File: config.mk
export PLATFORM = sky130hd
export DESIGN_NAME = integer_unit
export DESIGN_NICKNAME = d
export VERILOG_FILES = /design/src/rtl/alu_pkg.sv /design/src/rtl/shift_unit.sv /design/src/rtl/integer_unit.sv
export SDC_FILE = /design/constraint.sdc
export NUM_CORES = 1
export LEC_CHECK = 0
export ABC_AREA = 1
export CORE_UTILIZATION = 30
export CTS_BUF_LIST = sky130_fd_sc_hd__clkbuf_2
export DETAILED_ROUTE_END_ITERATION = 12
export GPL_TIMING_DRIVEN = 0
export MAX_ROUTING_LAYER = met4
export PLACE_DENSITY_LB_ADDON = 0.05
export SYNTH_ARGS = -nofsm -noshare
export SYNTH_HDL_FRONTEND = slang
export SYNTH_SLANG_ARGS = --single-unit
export TNS_END_PERCENT = 10
File: constraint.sdc
create_clock -name clk -period 5.5 [get_ports clk]
set_clock_uncertainty 0.15 [all_clocks]
set_input_delay 1.1 -clock clk [delete_from_list [all_inputs] [get_ports clk]]
set_output_delay 1.1 -clock clk [all_outputs]
set_load 0.02 [all_outputs]
File: src/rtl/alu_pkg.sv
// Shared encodings for the integer execute path and the main decoder.
package alu_pkg;

    // ALU category, alu_op[3:2]
    localparam logic [1:0] ALUBT = 2'b00;
    localparam logic [1:0] ALUAS = 2'b01;
    localparam logic [1:0] ALUSH = 2'b10;
    localparam logic [1:0] ALUFL = 2'b11;

    // Bitwise sub-ops
    localparam logic [1:0] BTNOP = 2'b00;
    localparam logic [1:0] BTXOR = 2'b01;
    localparam logic [1:0] BTOR  = 2'b10;
    localparam logic [1:0] BTAND = 2'b11;

    // Flag sub-ops, decoded in every category
    localparam logic [1:0] AFSUBS = 2'b00;
    localparam logic [1:0] AFADD  = 2'b01;
    localparam logic [1:0] AFSUBU = 2'b10;
    localparam logic [1:0] AFEQU  = 2'b11;

    // Shift sub-ops: bit 1 = shift right, bit 0 = sign fill
    localparam logic [1:0] SHSLL = 2'b00;
    localparam logic [1:0] SHSRL = 2'b10;
    localparam logic [1:0] SHSRA = 2'b11;

    // Next-PC selection, consumed by the decoder / PC logic
    localparam logic [1:0] PC_PLUS4  = 2'b00;
    localparam logic [1:0] PC_BRANCH = 2'b01;
    localparam logic [1:0] PC_JAL    = 2'b10;
    localparam logic [1:0] PC_JALR   = 2'b11;

    // Load/store access width, consumed by the LSU
    localparam logic [1:0] LSU_BYTE = 2'b00;
    localparam logic [1:0] LSU_HALF = 2'b01;
    localparam logic [1:0] LSU_WORD = 2'b10;

endpackage

File: src/rtl/shift_unit.sv
// Barrel shifter for SLL/SRL/SRA. The left shift with sign fill requested
// (sub-op 01) has no meaning and returns zero.
module shift_unit (
    input  logic [31:0] word,
    input  logic [4:0]  shamt,
    input  logic        sign_extend,
    input  logic        shift_right,
    output logic [31:0] result
);

    // Select shift direction and fill
    always_comb begin
        result = '0;
        if (shift_right) begin
            if (sign_extend) begin
                result = $unsigned($signed(word) >>> shamt);
            end else begin
                result = word >> shamt;
            end
        end else if (!sign_extend) begin
            result = word << shamt;
        end
    end

endmodule

File: src/rtl/integer_unit.sv
// RV32 integer execute block: operand select, ALU, branch flag, and a
// one-cycle registered copy of result/flag for writeback.
module integer_unit
    import alu_pkg::*;
#(
    parameter int XLEN = 32
) (
    input  logic            clk,
    input  logic            rst,
    input  logic            in_valid,
    input  logic            alu_imm,
    input  logic [XLEN-1:0] rs1,
    input  logic [XLEN-1:0] rs2,
    input  logic [XLEN-1:0] imm,
    input  logic [3:0]      alu_op,
    input  logic            flag_inv,
    output logic [XLEN-1:0] rd_comb,
    output logic            flag,
    output logic [XLEN-1:0] rd_q,
    output logic            flag_q,
    output logic            valid_q
);

    logic [XLEN-1:0] op_a;
    logic [XLEN-1:0] op_b;
    logic [1:0]      cat;
    logic [1:0]      sub;
    logic [XLEN-1:0] sum;
    logic [XLEN-1:0] diff;
    logic [XLEN-1:0] shift_res;
    logic            raw_flag;

    assign op_a = rs1;
    assign op_b = alu_imm ? imm : rs2;
    assign cat  = alu_op[3:2];
    assign sub  = alu_op[1:0];
    assign sum  = op_a + op_b;
    assign diff = op_a - op_b;

    shift_unit u_shift (
        .word        (op_a),
        .shamt       (op_b[4:0]),
        .sign_extend (sub[0]),
        .shift_right (sub[1]),
        .result      (shift_res)
    );

    // Compare flag from the sub-op, regardless of category
    always_comb begin
        raw_flag = 1'b0;
        case (sub)
            AFSUBS:  raw_flag = $signed(op_a) < $signed(op_b);
            AFADD:   raw_flag = 1'b0;
            AFSUBU:  raw_flag = op_a < op_b;
            default: raw_flag = op_a == op_b;
        endcase
    end

    assign flag = raw_flag ^ flag_inv;

    // Result mux by category
    always_comb begin
        rd_comb = '0;
        case (cat)
            ALUBT: begin
                case (sub)
                    BTXOR:   rd_comb = op_a ^ op_b;
                    BTOR:    rd_comb = op_a | op_b;
                    BTAND:   rd_comb = op_a & op_b;
                    default: rd_comb = '0;
                endcase
            end
            ALUAS:   rd_comb = (sub == 2'b01) ? sum : diff;
            ALUSH:   rd_comb = shift_res;
            default: rd_comb = {{(XLEN-1){1'b0}}, flag};
        endcase
    end

    // Writeback register: capture only on valid, valid itself always tracks
    always_ff @(posedge clk or negedge rst) begin
        if (!rst) begin
            rd_q    <= '0;
            flag_q  <= 1'b0;
            valid_q <= 1'b0;
        end else begin
            valid_q <= in_valid;
            if (in_valid) begin
                rd_q   <= rd_comb;
                flag_q <= flag;
            end
        end
    end

endmodule

==> flow_summary.ini <==
[sta]
worst_pin_slew_ns = 1.08
relSlewSlack = 0.277
setup_tns_ns = -1.01
max_freq_ghz = 0.176
rsz0062_at_grt = yes
finalCritPeriodShare = 1.03
hold_viol = 0
worst_slack_ns = -0.187
period_needed_ns = 5.69
slew_violations = 0
setup_viol = 16

[synthesis]
ys_seq_area_frac = 0.0718
syn-num-nets = 2518
synth_ff_type = dfrtp_1
yosys_warnings = 0
synth-seq-cells = 34
async_flop_share = 1.00
synthCells = 2313
netlist_area_mm2 = 0.0119
synth_edf_count = 0
avgSynthCellArea_um2 = 5.12
synth_cell_types = 47

[hold_path]
hp-class = flop to flop
worstHoldEndpoint = rd_q[2]$_DFFE_PN0P_
worstHoldPathCells = 2
hold_start = rd_q[2]$_DFFE_PN0P_

[detailed_routing]
wl_um = 78800
drtIter0Drc = 1823
ant_nets = 0
vias_per_cell = 5.64
vias = 17100
wire_per_inst_um = 26.0
dr.pass1.iters = 6
drc = 0

[worst_setup_path]
critical_path_class = input port to output pin
cp-startpoint = alu_op[1]
timing.rr.end = flag_q$_DFFE_PN0P_
startpoint_type = input port
cp_data_arrival_time_ns = 4.44
required_ns = 4.25
path_max_fanout = 10
worst-r2r-setup-slack_ns = 4.66
endpoint_kind = output pin
r2r_start = flag_q$_DFFE_PN0P_
r2r_cells = 2

[power_and_ir_drop]
intPower_w = 0.00106
pwr-share-seq = 0.117
p_switching_w = 0.00155
leakage_nw = 7.75
clkPwrFrac = 0.087
peakVddDrop_mv = 0.0840
power_w = 0.00260
swShare = 0.595
p_comb_frac = 0.795
cellPowerDensity_mw_per_mm2 = 174

[final_layout]
final_common_cell = nand2_1
fin_cells = 3027
drive_gt1_frac = 0.107
syn_to_final_growth_pct = 26.0
final_cell_mix = 809 x nand2_1, 363 x nand3_1, 274 x inv_1
final_net_count = 2713
fin_area_mm2 = 0.0149
antenna_cells = 0

[job]
cap_violations = 0

[floorplan]
io_pins = 172
start_util = 0.305
core_mm2 = 0.0388
dieArea_mm2 = 0.0403
placementRows = 72
chipHeight_um = 201
die_w_um = 201

[place]
port_buffers = 168
place_hpwl_um = 65000
placed_area_mm2 = 0.0142
dp.cells = 2999
place_congestion = 1.06

[global_routing]
grt_pass1_wl_um = 111000
grt_max_degree = 35
grt_pass1_vias = 15900
antenna_found_initial = 1
gr-total-overflow = 0
grtUsageTotal = 0.390

[clock_network]
clockRootBuffer = clkbuf_2
clk_latency_ns = 0.43
clk_pin_slew_ns = 0.18
cts_tree = yes
clockBufferDepth = 2
clkSinkCount = 34
cts_buffers = 5
cts_max_level = 2
ctsHoldBuffers = 0

[outcome]
violations = negative setup slack
status = complete, but fails checks
==> synthesized netlist by cell type (4+ instances only) <==
cell,n,area share
nand2_1,820,0.26
clkbuf_1,34,0.011
or2_2,28,0.015
dfrtp_1,34,0.072
o21ai_1,11,0.0046
buf_6,9,0.0086
nor3_1,23,0.0097
o21bai_1,12,0.0076
inv_1,279,0.088
o21ai_0,144,0.061
o211ai_1,12,0.0076
nor2_1,156,0.049
nand2_2,4,0.0021
o22ai_1,21,0.011
nand3_2,5,0.0042
buf_4,13,0.0082
o221ai_1,10,0.0074
ha_1,98,0.10
buf_2,32,0.014
a21oi_1,114,0.048
nand3_1,375,0.16
buf_1,7,0.0022
nand4_1,22,0.012
inv_2,8,0.0025
==> critical path, cell delays in order <==
cell and delay [ns]:
buf_2 0.31, inv_2 0.12, nor2_1 0.67, inv_2 0.29, clkbuf_1 0.53, o22ai_1 0.27, o21ai_0 0.18, nand3_1 0.28
clkdlybuf4s50_1 0.66
==> routing by layer <==
layer  vias up  global-route usage  routed length (µm)
li1       7899                   -                   -
met2       928               0.628               36000
met4         0               0.229                5600
met1      8081               0.479               31400
met3       178              0.0300                5810
met5         -                   -                   0
==> sequential cells by signal, summed over array words and instances (netlist names) <==
signal   flops
rd_q        32
flag_q       1
valid_q      1
==> metrics by stage <==
step                      hold slack (ns)  setup WS (ns)  utilization
after detailed placement            0.315          -1.71        0.365
after CTS                           0.356         -0.186        0.377
after floorplan                     0.438          0.648            -
final                               0.353         -0.187        0.385
after global placement              0.314          -1.71        0.365
after global routing                0.374         -0.202        0.385
==> how the worst max path moves through the flow <==
stage | cells past startpoint | end | slack (ns)
2_1_floorplan | 20 | rd_comb[0] | 0.65
3_3_place_gp | 16 | rd_comb[0] | -1.71
3_5_place_dp | 16 | rd_comb[0] | -1.71
4_1_cts | 18 | rd_comb[14] | -0.19
5_1_grt | 21 | rd_comb[25] | -0.20
6_report | 9 | rd_comb[2] | -0.19
==> logic make-up (layout without fill, tap and decap cells) <==
group | after synthesis | count (layout) | share of synthesized area
and+or+nand+nor | 1450 | 1450 | 0.522
buffers and inverters | 388 | 584 | 0.139
AOI/OAI and AO/OA | 339 | 339 | 0.159
adders and majority gates | 100 | 100 | 0.107
DFF | 34 | 34 | 0.0718
xor gates and xnor gates | 2 | 2 | 0.00148
==> area by class of cell <==
class	instances	area, µm²
Tap cell	518	648
Clock buffer	5	25.0
Clock inverter	3	68.8
Timing Repair Buffer	192	1800
Inverter	291	1100
Multi-Input combinational cell	1891	9820
Buffer	93	619
Fill cell	4539	23900
Sequential cell	34	851
==> power groups by stage <==
stage	clock [W]	combinational (W)	sequential, W
after floorplan	0	0.00105	0.000354
after global placement	0	0.00193	0.000309
after detailed placement	0	0.00192	0.000310
after CTS	0.000230	0.00196	0.000306
after global routing	0.000243	0.00219	0.000311
final	0.000227	0.00207	0.000306
==> what timing repair did <==
action                     in CTS  in global routing
gates resized for setup       140                105
pin swaps                      11                 19
setup buffers                  11                 13
setup endpoints to repair      33                 33
cloned                          0                  0
No activity file was read; power rests on OpenSTA's default activity.
